File: src/rtl/morse_pkg.sv
// morse_pkg: character codes, segment bit order, code-to-pattern table and scan states
package morse_pkg;
  localparam logic [5:0] CODE_BLANK = 6'd36;
  localparam logic [5:0] CODE_INVALID = 6'd63;
  localparam int SEG_A = 0;
  localparam int SEG_B = 1;
  localparam int SEG_C = 2;
  localparam int SEG_D = 3;
  localparam int SEG_E = 4;
  localparam int SEG_F = 5;
  localparam int SEG_G = 6;
  localparam int SEG_DP = 7;
  localparam logic [7:0] PAT_OFF = 8'h00;
  localparam logic [7:0] PAT_DASH = 8'(1 << SEG_G);
  // Indexed by code 0..36; bit order {dp,g,f,e,d,c,b,a}
  localparam logic [7:0] SEG_TABLE [37] = '{
    8'h3F, 8'h06, 8'h5B, 8'h4F, 8'h66, 8'h6D, 8'h7D, 8'h07, 8'h7F, 8'h6F,
    8'h77, 8'h7C, 8'h39, 8'h5E, 8'h79, 8'h71, 8'h3D, 8'h76, 8'h30, 8'h1E,
    8'h75, 8'h38, 8'h15, 8'h37, 8'h3F, 8'h73, 8'h67, 8'h50, 8'h6D, 8'h78,
    8'h3E, 8'h1C, 8'h2A, 8'h49, 8'h6E, 8'h5B, 8'h00
  };
  typedef enum logic {SCAN_HOLD = 1'b0, SCAN_ADV = 1'b1} scan_state_e;
endpackage

File: src/rtl/morse_char_to_seg.sv
// morse_char_to_seg: combinational 6-bit character code to 8-bit segment pattern
module morse_char_to_seg
  import morse_pkg::*;
(
  input  logic [5:0] code,
  output logic [7:0] pattern
);
  always_comb pattern = code <= CODE_BLANK ? SEG_TABLE[code] : code == CODE_INVALID ? PAT_DASH : PAT_OFF;
endmodule

File: src/rtl/morse_display_buffer.sv
// morse_display_buffer: seven-segment pattern store with indexed/scroll writes and a multiplexed scan
module morse_display_buffer
  import morse_pkg::*;
#(
  parameter int NUM_DIGITS = 8,
  parameter int SCAN_DIV = 100000,
  localparam int IDX_W = $clog2(NUM_DIGITS)
) (
  input  logic                    clk_100Mhz,
  input  logic                    reset,
  input  logic                    data_valid,
  input  logic [IDX_W-1:0]        char_index,
  input  logic [5:0]              char_data,
  input  logic                    mode,
  input  logic                    clear,
  output logic [NUM_DIGITS*8-1:0] seg,
  output logic [IDX_W:0]          char_count,
  output logic [NUM_DIGITS-1:0]   an,
  output logic [7:0]              cath
);
  localparam int CNT_W = $clog2(SCAN_DIV);
  localparam logic [IDX_W:0] FULL = (IDX_W+1)'(NUM_DIGITS);
  localparam logic [CNT_W-1:0] CNT_LAST_HOLD = CNT_W'(SCAN_DIV - 2);
  localparam logic [IDX_W-1:0] PTR_LAST = IDX_W'(NUM_DIGITS - 1);
  logic [NUM_DIGITS-1:0][7:0] digits_q, digits_d;
  logic [IDX_W:0] count_q, count_d;
  logic [CNT_W-1:0] cnt_q, cnt_d;
  logic [IDX_W-1:0] ptr_q, ptr_d;
  scan_state_e state_q, state_d;
  logic [NUM_DIGITS-1:0] an_q, an_d;
  logic [7:0] cath_q, cath_d;
  logic [7:0] pattern;
  logic wr_ok;
  morse_char_to_seg u_char_to_seg (
    .code(char_data),
    .pattern(pattern)
  );
  // Scroll writes ignore the index; indexed writes beyond the last digit are dropped entirely
  always_comb begin
    wr_ok = data_valid && (mode || {1'b0, char_index} < FULL);
    digits_d = digits_q;
    count_d = count_q;
    if (clear) begin
      digits_d = '0;
      count_d = '0;
    end else if (wr_ok) begin
      if (mode) digits_d = {digits_q[NUM_DIGITS-2:0], pattern};
      else digits_d[char_index] = pattern;
      count_d = count_q == FULL ? count_q : count_q + (IDX_W+1)'(1);
    end
  end
  // The ADV cycle carries counter value SCAN_DIV-1, so each digit lasts exactly SCAN_DIV cycles
  always_comb begin
    cnt_d = state_q == SCAN_ADV ? '0 : cnt_q + CNT_W'(1);
    state_d = state_q == SCAN_HOLD && cnt_q == CNT_LAST_HOLD ? SCAN_ADV : SCAN_HOLD;
    ptr_d = state_q == SCAN_ADV ? (ptr_q == PTR_LAST ? '0 : ptr_q + IDX_W'(1)) : ptr_q;
    an_d = ~(NUM_DIGITS'(1) << ptr_q);
    cath_d = ~digits_q[ptr_q];
  end
  always_ff @(posedge clk_100Mhz) begin
    if (reset) begin
      digits_q <= '0;
      count_q <= '0;
      cnt_q <= '0;
      ptr_q <= '0;
      state_q <= SCAN_HOLD;
      an_q <= '1;
      cath_q <= '1;
    end else begin
      digits_q <= digits_d;
      count_q <= count_d;
      cnt_q <= cnt_d;
      ptr_q <= ptr_d;
      state_q <= state_d;
      an_q <= an_d;
      cath_q <= cath_d;
    end
  end
  assign seg = digits_q;
  assign char_count = count_q;
  assign an = an_q;
  assign cath = cath_q;
endmodule
File: config.mk
export PLATFORM = sky130hd
export DESIGN_NAME = morse_display_buffer
export DESIGN_NICKNAME = d
export VERILOG_FILES = /design/src/rtl/morse_pkg.sv /design/src/rtl/morse_char_to_seg.sv /design/src/rtl/morse_display_buffer.sv
export SDC_FILE = /design/constraint.sdc
export NUM_CORES = 1
export LEC_CHECK = 0
export ABC_AREA = 1
export CAP_MARGIN = 10
export CORE_ASPECT_RATIO = 1.2
export CORE_MARGIN = 2
export CORE_UTILIZATION = 47
export DETAILED_ROUTE_END_ITERATION = 16
export PLACE_DENSITY = 0.73
export RECOVER_POWER = 25
export SYNTH_ARGS = -nofsm -noshare
export SYNTH_HDL_FRONTEND = slang
export SYNTH_SLANG_ARGS = --single-unit
File: constraint.sdc
create_clock -name clk_100Mhz -period 1.4 [get_ports clk_100Mhz]
set_clock_uncertainty 0.05 [all_clocks]
set_input_delay 0.28 -clock clk_100Mhz [delete_from_list [all_inputs] [get_ports clk_100Mhz]]
set_output_delay 0.28 -clock clk_100Mhz [all_outputs]
set_load 0.02 [all_outputs]
* Yosys cells after proc, flatten, opt, wreduce, memory -nomap -nowiden
Memories as Yosys holds them, arrays and structs flattened. Cells that the tools add are included.
Storage, ports and cells: input port bits 14, ROM bits 512, memories 1, bits in registers 105, output and inout port bits 84
Operators by class: multiplexer cells 12, add/sub/neg operators 3, equality and inequality tests 4, bitwise logic cells 5, shift-type cells 1, reduce and logical (&&, ||, !) cells 5, magnitude comparators 5
Memory list:
- (name not given) | words 64, width 8, read ports 1, clocked after memory_dff 0, write ports 0, RTL line morse_char_to_seg.sv:8 | always_comb pattern = code <= CODE_BLANK ? SEG_TABLE[code] : code == CODE_INVALID ? PAT_DASH : PAT_OFF;
Operator list (count):
- 64-bit bitwise mux | 1
- 64-bit 2-to-1 mux | 1
- 8-bit 2-to-1 mux | 5
- 8-bit binary-select mux with 3-bit select | 1
- 8-bit demux with 3-bit select | 1
- 17-bit by 1-bit adder with 17-bit output, second input constant | 1
- 17-bit == test, second input constant | 1
- 8-bit NOT | 2
- 3-bit by 4-bit < comparator with 1-bit output, second input constant | 2
- 1-bit by 3-bit << shifter with 8-bit output, first input constant | 1
- 7-bit >= comparator, second input constant | 1
- 7-bit 2-to-1 mux | 1
- 6-bit NOT with 7-bit output | 1
- 6-bit == test, second input constant | 1
- 6-bit less-or-equal comparator, second input constant | 1
- 4-bit by 1-bit adder with 4-bit output, second input constant | 1
- 4-bit == test, second input constant | 1
- 2-bit OR reduction | 2
- 3-bit by 1-bit adder with 3-bit output, second input constant | 1
- 3-bit == test, second input constant | 1
- 3-bit by 1-bit >= comparator with 1-bit output, second input constant | 1
- 3-bit 2-to-1 mux | 1
- 1-bit logical AND | 2
- 1-bit NOT | 2
- other kinds (2) | 2

* Depth between registers and ports, before layout
Gate-level depths: netlist (run 1).
depth after elaboration 7, gate-level depth with buffers 11, gate-level depth less buffers 11

* By module
Synthesis (run 1) repeated with hierarchy kept, for this count alone.
Unflattened totals: cells, all modules 906, area, all modules 5934.4 um^2
By module, submodules not included:
- morse_display_buffer | area an instance 5228.8 um^2, seq. area each 2102.0 um^2, cells each 783, instances 1
- morse_char_to_seg | area an instance 705.7 um^2, seq. area each 0.0 um^2, cells each 123, instances 1

* Worst setup path after synthesis (run 1)
Ideal clock, no wire load.
path type register to register, start point reg cnt_q[0], end point reg cnt_q[14], stages on the path, launching flop included 9, slack -29 ps, setup time 71 ps, arrival 1309 ps, required time 1279 ps, cells stage by stage dfxtp_1 ha_1 clkinv_1 nor2_2 nand2_1 nor2_2 nand3_1 or2_0 a21oi_1
On the way: longest elaborated chain between the ends 1
RTL lines:
- start, declared | RTL line morse_display_buffer.sv:27 | logic [CNT_W-1:0] cnt_q, cnt_d;
- start signal, assigned | RTL line morse_display_buffer.sv:72 | cnt_q <= cnt_d;
- 17-bit by 1-bit adder with 17-bit output | RTL line morse_display_buffer.sv:54 | cnt_d = state_q == SCAN_ADV ? '0 : cnt_q + CNT_W'(1);
No other way between the ends. A chain may end at the register's enable or synchronous reset.

* Worst setup path after layout (run 1)
start point reg cnt_q[8], end point reg cnt_q[16]
Same word-level chain as after synthesis.

==> results of run 1 <==
==> worst paths after layout <==
path                        startpoint                    to
setup reg to reg   cnt_q[8]$_SDFF_PP0_  cnt_q[16]$_SDFF_PP0_
hold reg to reg   cnt_q[16]$_SDFF_PP0_  cnt_q[16]$_SDFF_PP0_
hold / removal    cnt_q[16]$_SDFF_PP0_  cnt_q[16]$_SDFF_PP0_
setup / recovery   cnt_q[8]$_SDFF_PP0_  cnt_q[16]$_SDFF_PP0_
==> critical path, delay by kind of cell (launching register included) <==
| kind | cells | cell delay (ns) |
|---|---|---|
| flops | 1 | 0.40 |
| compound gates | 1 | 0.14 |
| buf+inv | 1 | 0.14 |
| simple gates | 4 | 0.62 |
==> state kept, by name, indices dropped and copies added, names as in the netlist <==
register    flops
an              8
cath            7
char_count      4
cnt_q          17
ptr_q           3
seg            56
state_q         1
==> kinds of logic after synthesis <==
group                      count (synthesis)  share of synthesized area [%]
and+or+nand+nor                          354                           29.7
AOI/OAI and AO/OA                        198                           19.6
buffers and inverters                    103                           8.47
DFF                                       96                           37.2
adders and majority gates                 18                           4.36
xor gates and xnor gates                   3                          0.508
other                                      2                          0.145
==> layout make-up <==
class / instances / area [um^2]
Multi-Input combinational cell: 582 / 3200
Fill cell: 872 / 2760
Timing Repair Buffer: 235 / 1990
Sequential cell: 96 / 1940
Inverter: 71 / 279
Clock buffer: 11 / 253
Tap cell: 129 / 161
Clock inverter: 4 / 36.3
==> where the power goes <==
group / internal, mW / switching, mW / leakage, nW / total, mW
logic: 0.493 / 0.737 / 2.61 / 1.23
clock network: 1.32 / 1.09 / 0.141 / 2.41
registers: 2.80 / 0.0519 / 0.784 / 2.85
total: 4.61 / 1.88 / 3.54 / 6.49
==> per-layer routing <==
| metal | track usage (%) | vias to the layer above | share of wire (%) |
|---|---|---|---|
| met1 | 34.8 | 2903 | 38 |
| met4 | 17.1 | 0 | 5.2 |
| met3 | 4.93 | 93 | 7.3 |
| li1 | - | 3021 | - |
| met5 | 0 | - | 0 |
| met2 | 50.9 | 376 | 50 |
==> Yosys cell counts (2+ instances only) <==
master / count
conb_1: 2
a21oi_1: 120
nand3_2: 2
inv_1: 52
clkbuf_1: 15
inv_2: 18
nand2_2: 7
nor2_2: 6
xor2_1: 2
nor2_1: 40
buf_2: 2
buf_1: 3
nor3_1: 11
nand2_1: 185
ha_1: 18
buf_4: 11
nor4_1: 2
dfxtp_1: 96
nand3_1: 92
a21oi_2: 4
or2_0: 2
o21ai_1: 17
nand4_1: 4
o21ai_0: 54
==> repair_timing <==
action	4_1_cts	5_1_grt
endpoints found under the setup margin	136	87
setup buffers	3	10
pin swaps	19	26
hold buffers	0	0
resized for setup	140	84
==> results.ini, run 1 <==
[outcome]
outcome = finished with violations
failed_checks = negative setup slack

[timing]
rsz0062_at_grt = yes
setup_slack_ns = -0.0296
timing.fmax_mhz = 699
timing.final.hold_violations = 0
fin_crit_sh_pct = 102
tns_ns = -0.0988
final-setup-viol-count = 6
drv_slew = 0
whs_ns = 0.431
fin_crit_ns = 1.43

[drt]
viasPerCell = 5.67
vias = 6393
ant_nets = 0
wl_mm = 18.9
drt_iter0_drc = 545
wl_per_cell_um = 16.7
drc = 0
firstDrtPassIters = 5

[die]
die_x_um = 99.7
die_area_um2 = 11900
dieHeight_um = 119
rows = 41
core_um2 = 10600
initial_core_util_pct = 48.7
pin_count = 98

[clock_tree]
cts_htree_levels = 3
cts_root_buf = clkbuf_16
cts_tree = yes
clk_latency_ns = 0.35
cts_sinks = 96
cts_made_buffers = 9
clock_path_buffers = 2
clk_pin_slew_worst_paths_ns = 0.07

[synth]
synth.area.top_cells = dfxtp_1, nand2_1, a21oi_1
syn_area_um2 = 5170
yosys.area.top_type = dfxtp_1
yosysWarnings = 0
synthCells = 774
ys_seq_elements = 96
ys.flop_type = dfxtp_1
synthArstFlopShare_pct = 0
ys_seq_area_share_pct = 37.2
synth_area_per_cell_um2 = 6.68
ys_types = 33
post-synth-top-area-fraction_pct = 37.2
synth_edf_count = 0

[placement]
port_buffers = 88
place_area_um2 = 7190
gp_congestion = 0.931
placed_cells = 1100
dpl.hpwl_mm = 13.3
pre_cts_slack_ns = -0.764

[global_route]
grt_pass1_vias = 5989
antenna_found_initial = 0
grt_pass1_wl_mm = 28.4
grt.total_usage_pct = 29.8
grt_overflow = 0
grt_max_degree = 38

[final_layout]
layout_commonest_cell = nand2_1
fin_cells = 1128
final_cell_mix = nand2_1, buf_4, a21oi_1, dfxtp_1, nand3_1
final_util_pct = 74.0
fin_nets = 1027
area_delta_synth_final_pct = 52.0
antenna_cells = 0
final_layout_size_suffix_gt1_share_pct = 28.2
fin_area_um2 = 7860

[worst_setup_path]
path_class = reg -> reg
r2r_slack_ns = -0.03
critPathArrivalTime_ns = 1.66
cpMaxStageDelayCell = dfxtp_1
crit_required_ns = 1.63
startpoint_type = flop
reg2regPathDepth = 6
max_stage_delay_ns = 0.40
path_cells = inv_2 > nor3_1 > nand4_1 > nor2_1 > nand2_1 > a21oi_1
end_kind = flop
crit_fanout = 7

[pwr]
leakage_nw = 3.54
powerDensity_nw_per_um2 = 826
ir_drop_mv = 0.468
power.total_mw = 6.49

[worst_hold_path]
hold_path_depth = 2
holdCritPathClass = reg -> reg

[job]
maxCapViolCount = 0

Note: power is estimated with default switching activity, not from simulation.
==> run 2: changes to the inputs <==
--- a/config.mk
+++ b/config.mk
@@ -9,10 +9,12 @@
 export CAP_MARGIN = 10
 export CORE_ASPECT_RATIO = 1.2
 export CORE_MARGIN = 2
-export CORE_UTILIZATION = 47
+export CORE_UTILIZATION = 58
 export DETAILED_ROUTE_END_ITERATION = 16
+export DONT_BUFFER_PORTS = 1
 export PLACE_DENSITY = 0.73
 export RECOVER_POWER = 25
+export SETUP_SLACK_MARGIN = 0.4
 export SYNTH_ARGS = -nofsm -noshare
 export SYNTH_HDL_FRONTEND = slang
 export SYNTH_SLANG_ARGS = --single-unit
==> run 2 against run 1 <==
Effect of this change: the run now fails in 5_1_grt; synthesized cell count unchanged; synthesized area unchanged.
==> results.ini, run 2 <==
[outcome]
outcome = did not finish  ; was finished with violations
stop_stage = 5_1_grt
firstError = [ERROR DPL-0038] Utilization greater than 100%, impossible to legalize

[placement]
dpl.hpwl_mm = 12.3  ; was 13.3 mm
port_buffers = 0  ; was 88
gp_congestion = 0.950  ; was 0.931

[synth]
ys_seq_area_share_pct = 37.2  ; unchanged
synth_edf_count = 0  ; unchanged
yosysWarnings = 0  ; unchanged
synth_area_per_cell_um2 = 6.68  ; unchanged
ys_seq_elements = 96  ; unchanged
ys_types = 33  ; unchanged
yosysMostFrequentCell = nand2_1  ; unchanged
yosys.area.top_type = dfxtp_1  ; unchanged
synthArstFlopShare_pct = 0  ; unchanged
synth_common_cells = nand2_1, a21oi_1, dfxtp_1, nand3_1, o21ai_0  ; unchanged
post-synth-top-area-fraction_pct = 37.2  ; unchanged
synth.area.top_cells = dfxtp_1, nand2_1, a21oi_1  ; unchanged
ys.flop_type = dfxtp_1  ; unchanged
syn_area_um2 = 5170  ; unchanged
synthCells = 774  ; unchanged

[clock_tree]
cts_sinks = 96  ; unchanged
clock_path_buffers = 2  ; unchanged
cts_made_buffers = 9  ; unchanged
cts_root_buf = clkbuf_8  ; was clkbuf_16
cts_htree_levels = 3  ; unchanged

[timing]
postGrtWorstEndpoint = cnt_q[16]$_SDFF_PP0_/D
worstEpCategory = register data pin

[die]
initial_core_util_pct = 60.0  ; was 48.7%
die_x_um = 90.2  ; was 99.7 um
pin_count = 98  ; unchanged
dieHeight_um = 107  ; was 119 um
rows = 37  ; was 41

[global_route]
grt_max_degree = 58

[run 2: cell counts after synthesis]
Identical to the previous run, type by type.
[run 2: cells by family after synthesis]
family,after synthesis,synth area share [%]
flops,96,37.2
fa+ha+maj,18,4.36
simple gates,354,29.7
compound gates,198,19.6
other cells,2,0.145
buf+inv,103,8.47
xor+xnor,3,0.508
[run 2: per-stage QoR]
| step | cell area [um^2] | setup WS [ns] | util [%] | cells | setup TNS, ns |
|---|---|---|---|---|---|
| floorplan | 5430 | 0.0633 | - | 781 | 0 |
| detailed placement | 6140 | -0.217 | 71.3 | 964 | -6.83 |
| CTS | 8110 | -0.0153 | 94.2 | 1045 | -0.0153 |
| global placement | 6140 | -0.170 | 71.3 | 964 | -5.07 |
[run 2: timing repair]
action	CTS
endpoints found under the setup margin	170
pin swaps	91
buffers inserted	60
cloned	5
hold buffers	1
endpoints found under the hold margin	3
gates resized for setup	374
==> run 3: changes to the inputs <==
--- a/config.mk
+++ b/config.mk
@@ -7,14 +7,12 @@
 export LEC_CHECK = 0
 export ABC_AREA = 1
 export CAP_MARGIN = 10
-export CORE_ASPECT_RATIO = 1.2
 export CORE_MARGIN = 2
-export CORE_UTILIZATION = 58
+export CORE_UTILIZATION = 40
 export DETAILED_ROUTE_END_ITERATION = 16
 export DONT_BUFFER_PORTS = 1
-export PLACE_DENSITY = 0.73
+export PLACE_DENSITY_LB_ADDON = 0.15
 export RECOVER_POWER = 25
-export SETUP_SLACK_MARGIN = 0.4
 export SYNTH_ARGS = -nofsm -noshare
 export SYNTH_HDL_FRONTEND = slang
 export SYNTH_SLANG_ARGS = --single-unit
==> constraint.sdc (replaced) <==
create_clock -name clk_100Mhz -period 1.8 [get_ports clk_100Mhz]
set_clock_uncertainty 0.05 [all_clocks]
set_input_delay 0.36 -clock clk_100Mhz [delete_from_list [all_inputs] [get_ports clk_100Mhz]]
set_output_delay 0.36 -clock clk_100Mhz [all_outputs]
set_load 0.02 [all_outputs]
==> run 3 against run 2 <==
Effect of this change: the flow now finishes without violations.
==> results.ini, run 3 (synthesis gave the netlist of run 1 again) <==
[final_layout]
fin_nets = 814
final_layout_size_suffix_gt1_share_pct = 9.40
final_cell_mix = nand2_1, a21oi_1, dfxtp_1, nand3_1, o21ai_0
largest_register_ffs = 56
fin_cells = 959
layout_commonest_cell = nand2_1
antenna_cells = 0
fin_area_um2 = 5720
area_delta_synth_final_pct = 10.7
final_util_pct = 45.4

[timing]
max-slew-margin-rel_pct = 61.5
rsz0062_at_grt = no
fin_crit_ns = 1.65
whs_ns = 0.106
final-setup-viol-count = 0
fin_crit_sh_pct = 91.6
tns_ns = 0
drv_slew = 0
worst_pin_slew_ns = 0.577
timing.final.hold_violations = 0
timing.fmax_mhz = 606
setup_slack_ns = 0.151

[worst_setup_path]
critPathArrivalTime_ns = 1.88
cpMaxStageDelayCell = dfxtp_1
path_class = reg -> reg
crit_fanout = 4
end_kind = flop
path_cells = ha_1 > clkinv_1 > nor2_4 > nand2_1 > nor2_2 > nand3_1 > or2_0 > a21oi_1
reg2regPathDepth = 8
crit_required_ns = 2.03
startpoint_type = flop
max_stage_delay_ns = 0.37

[die]
rows = 41  ; was 37
dieHeight_um = 118  ; was 107 um
die_x_um = 118  ; was 90.2 um
pin_count = 98  ; unchanged
core_um2 = 12600
initial_core_util_pct = 41.0  ; was 60.0%
die_area_um2 = 13800

[global_route]
grt_pass1_vias = 4877
grt_max_degree = 58
grt_overflow = 0
grt_pass1_wl_mm = 25.7
grt.total_usage_pct = 23.3
antenna_found_initial = 0

[clock_tree]
cts_tree = yes
cts_made_buffers = 9  ; unchanged
hold_buffers = 0  ; was 1
cts_sinks = 96  ; unchanged
cts_root_buf = clkbuf_16  ; was clkbuf_8
cts_htree_levels = 3  ; unchanged
clk_pin_slew_worst_paths_ns = 0.07
clk_latency_ns = 0.35
clock_path_buffers = 2  ; unchanged

[placement]
pre_cts_slack_ns = 0.0966  ; was -0.217 ns
gp_congestion = 0.914  ; was 0.950
place_area_um2 = 5410  ; was 6140 um^2
dpl.hpwl_mm = 11.8  ; was 12.3 mm
placed_cells = 943  ; was 964
port_buffers = 0  ; unchanged

[drt]
drt-met1-wl_mm = 6.82
wl_mm = 16.2
viasPerCell = 5.43
wl_met2_mm = 7.57
wl_per_cell_um = 16.9
drt_iter0_drc = 377
firstDrtPassIters = 5
routed.top_layer = met4
route.met3.wl_mm = 1.48
vias = 5208
drc = 0
ant_nets = 0

[outcome]
outcome = complete, no violations  ; was did not finish

[pwr]
ir_drop_mv = 0.460
powerDensity_nw_per_um2 = 848
power.total_mw = 4.85
leakage_nw = 2.29

[worst_hold_path]
hold_path_depth = 2
holdCritPathClass = in -> reg

[job]
maxCapViolCount = 0

run 3: repair_timing:
action / in CTS / in global routing
setup endpoints to repair: 0 / 1
buffers inserted: 0 / 0
gates resized for setup: 0 / 1
run 3: final cells by class:
| cell class | count | area [um^2] |
|---|---|---|
| sequential | 96 | 1920 |
| timing repair buffer | 22 | 154 |
| fill | 1357 | 6900 |
| clock inverter | 4 | 58.8 |
| multi-input combinational | 582 | 2840 |
| clock buffer | 12 | 267 |
| inverter | 71 | 267 |
| tap | 172 | 215 |
run 3: worst paths after layout:
check | startpoint | to | slack, ns
setup / recovery | cnt_q[0]$_SDFF_PP0_ | cnt_q[14]$_SDFF_PP0_ | 0.15
hold / removal | reset | an[3]$_SDFF_PP1_ | 0.11
setup reg to reg | cnt_q[0]$_SDFF_PP0_ | cnt_q[14]$_SDFF_PP0_ | 0.15
hold reg to reg | cnt_q[0]$_SDFF_PP0_ | cnt_q[0]$_SDFF_PP0_ | 0.42
run 3: worst max-delay path: cells and delay by family, from the launching register on:
family / cells / cell delay (ns)
and+or+nand+nor: 5 / 0.71
DFF: 1 / 0.37
adders and majority gates: 1 / 0.21
buffers and inverters: 1 / 0.13
AOI/OAI and AO/OA: 1 / 0.12
run 3: routing by layer:
layer	vias up	global-route usage, %
li1	2581	-
met1	2402	28.5
met2	198	38.3
met3	27	7.80
met4	0	8.43
met5	-	0
run 3: power by group:
group	leakage (nW)	switching (mW)	internal (mW)
logic	1.35	0.338	0.146
registers	0.780	0.129	2.18
clock network	0.161	0.853	1.21
==> run 4: changes to the inputs <==
==> constraint.sdc (replaced) <==
create_clock -name clk_100Mhz -period 1.8 [get_ports clk_100Mhz]
set_clock_uncertainty 0.05 [all_clocks]
set_input_delay 0.36 -clock clk_100Mhz [delete_from_list [all_inputs] [get_ports clk_100Mhz]]
set_output_delay 0.36 -clock clk_100Mhz [all_outputs]
set_load 0.01 [all_outputs]
==> run 4 against run 3 <==
Effect of this change: utilization decreased by 0.42 points; critical path depth unchanged; highest routed layer unchanged; total power decreased by 2.6%; worst hold slack got worse by 0.0021 ns; sequential share of layout area increased by 0.33 points; combinational power decreased by 4%; fmax increased by 1.6%; critical path type unchanged; register-to-register slack improved by 0.03 ns.
==> results.ini, run 4 (synthesis gave the netlist of run 1 again) <==
[clock_tree]
cts_tree = yes  ; unchanged
cts_htree_levels = 3  ; unchanged
cts_resized = 0  ; unchanged
cts_sinks = 96  ; unchanged
cts_made_buffers = 9  ; unchanged
post_cts_buffers = 0  ; unchanged
cts_root_buf = clkbuf_16  ; unchanged
clock_path_buffers = 2  ; unchanged
hold_buffers = 0  ; unchanged
clk_pin_slew_worst_paths_ns = 0.07  ; about the same
clk_latency_ns = 0.35  ; about the same

[worst_setup_path]
critPathBufInv = 1  ; unchanged
critical_path.top_delay_family = simple AND/OR/NAND/NOR gates  ; unchanged
crit_end = cnt_q[14]$_SDFF_PP0_  ; unchanged
critPathArrivalTime_ns = 1.85  ; was 1.88 ns
cpMaxStageDelayCell = dfxtp_1  ; unchanged
startpoint_type = flop  ; unchanged
r2r_slack_ns = 0.18  ; was 0.15 ns
cp-startpoint = cnt_q[1]$_SDFF_PP0_  ; was cnt_q[0]$_SDFF_PP0_
crit_fanout = 3  ; was 4
path_cells = ha_2 > clkinv_1 > nor2_4 > nand2_1 > nor2_2 > nand3_1 > or2_0 > a21oi_1  ; was ha_1 > clkinv_1 > nor2_4 > nand2_1 > nor2_2 > nand3_1 > or2_0 > a21oi_1
cp.depth = 8  ; unchanged
reg2regPathDepth = 8  ; unchanged
max_stage_delay_ns = 0.36  ; was 0.37 ns
r2r_start = cnt_q[1]$_SDFF_PP0_  ; was cnt_q[0]$_SDFF_PP0_
reg2reg_to = cnt_q[14]$_SDFF_PP0_  ; unchanged
crit_required_ns = 2.03  ; about the same
path_class = reg -> reg  ; unchanged
end_kind = flop  ; unchanged

[final_layout]
fin_area_um2 = 5670  ; was 5720 um^2
fin_cells = 953  ; was 959
final_layout_size_suffix_gt1_share_pct = 9.09  ; was 9.40%
fin_nets = 808  ; was 814
largest_register_ffs = 56  ; unchanged
area_delta_synth_final_pct = 9.70  ; was 10.7%
layout_commonest_cell = nand2_1  ; unchanged
antenna_cells = 0  ; unchanged
final_cell_mix = nand2_1, a21oi_1, dfxtp_1, nand3_1, o21ai_0  ; unchanged

[timing]
tns_ns = 0  ; unchanged
max-slew-margin-rel_pct = 60.1  ; was 61.5%
drv_slew = 0  ; unchanged
timing.fmax_mhz = 616  ; was 606 MHz
timing.final.hold_violations = 0  ; unchanged
fin_crit_sh_pct = 90.2  ; was 91.6%
fin_crit_ns = 1.62  ; was 1.65 ns
setup_slack_ns = 0.176  ; was 0.151 ns
final-setup-viol-count = 0  ; unchanged
rsz0062_at_grt = no  ; unchanged
worst_pin_slew_ns = 0.598  ; was 0.577 ns

[pwr]
swShare_pct = 27.1  ; was 27.2%
comb_power_share_pct = 9.9  ; was 10.0%
p_int_mw = 3.45  ; was 3.53 mW
netSwitchingPower_mw = 1.28  ; was 1.32 mW
power_frac_seq_pct = 48.2  ; was 47.6%
powerDensity_nw_per_um2 = 833  ; was 848 nW/um^2
ir_drop_mv = 0.391  ; was 0.460 mV
clkPwrFrac_pct = 41.9  ; was 42.5%
leakage_nw = 2.25  ; was 2.29 nW

[global_route]
grt_pass1_vias = 4912  ; was 4877
antenna_found_initial = 0  ; unchanged
grt.total_usage_pct = 24.1  ; was 23.3%
grt_pass1_wl_mm = 26.5  ; was 25.7 mm
grt_max_degree = 58  ; unchanged
grt_overflow = 0  ; unchanged

[die]
dieHeight_um = 118  ; unchanged
initial_core_util_pct = 41.0  ; unchanged
rows = 41  ; unchanged
die_x_um = 118  ; unchanged
pin_count = 98  ; unchanged
die_area_um2 = 13800  ; unchanged
core_um2 = 12600  ; unchanged

[placement]
place_area_um2 = 5360  ; was 5410 um^2
dpl.hpwl_mm = 11.9  ; was 11.8 mm
gp_congestion = 0.898  ; was 0.914
port_buffers = 0  ; unchanged
pre_cts_slack_ns = 0.0667  ; was 0.0966 ns
placed_cells = 937  ; was 943

[drt]
wl_mm = 16.6  ; was 16.2 mm
drt_iter0_drc = 455  ; was 377
viasPerCell = 5.49  ; was 5.43
drc = 0  ; unchanged
ant_nets = 0  ; unchanged
firstDrtPassIters = 5  ; unchanged
vias = 5229  ; was 5208
wl_per_cell_um = 17.4  ; was 16.9 um

[job]
maxCapViolCount = 0  ; unchanged

[worst_hold_path]
holdCritPathClass = in -> reg  ; unchanged
hold_path_depth = 2  ; unchanged

[outcome]
outcome = complete, no violations  ; unchanged

==> run 4: final cells by class <==
type / count / area, um^2
multi-input combinational: 582 / 2840
inverter: 71 / 267
timing repair buffer: 16 / 116
sequential: 96 / 1920
clock buffer: 11 / 243
clock inverter: 5 / 63.8
fill: 1331 / 6950
tap: 172 / 215
==> run 4: power groups by stage <==
stage                     logic (mW)  clock network (mW)  registers, mW
after floorplan                0.367                   0           2.29
after global placement         0.458                   0           2.33
after detailed placement       0.460                   0           2.33
after CTS                      0.461                2.03           2.28
after global routing           0.525                2.10           2.29
final                          0.466                1.98           2.28
==> run 4: worst min-delay path by stage <==
stage | start | end
after floorplan | cnt_q[0]$_SDFF_PP0_ | cnt_q[0]$_SDFF_PP0_
after global placement | cnt_q[0]$_SDFF_PP0_ | cnt_q[0]$_SDFF_PP0_
after detailed placement | cnt_q[0]$_SDFF_PP0_ | cnt_q[0]$_SDFF_PP0_
after CTS | reset | an[3]$_SDFF_PP1_
after global routing | reset | an[3]$_SDFF_PP1_
final | reset | an[3]$_SDFF_PP1_
==> run 4: metrics by stage <==
stage,power (mW),util (%),hold slack [ns]
CTS,4.77,44.9,0.0896
floorplan,2.66,-,0.380
finish,4.73,44.9,0.104
global route,4.91,44.9,0.107
global placement,2.78,42.5,0.394
detailed placement,2.79,42.5,0.403
==> run 4: metal layers <==
layer | up-vias | GRT usage, % | wire length, um
met5 | - | 0 | 0
met4 | 0 | 9.86 | 513
met3 | 37 | 8.33 | 1400
met2 | 206 | 37.8 | 7640
met1 | 2419 | 30.1 | 7030
li1 | 2567 | - | -
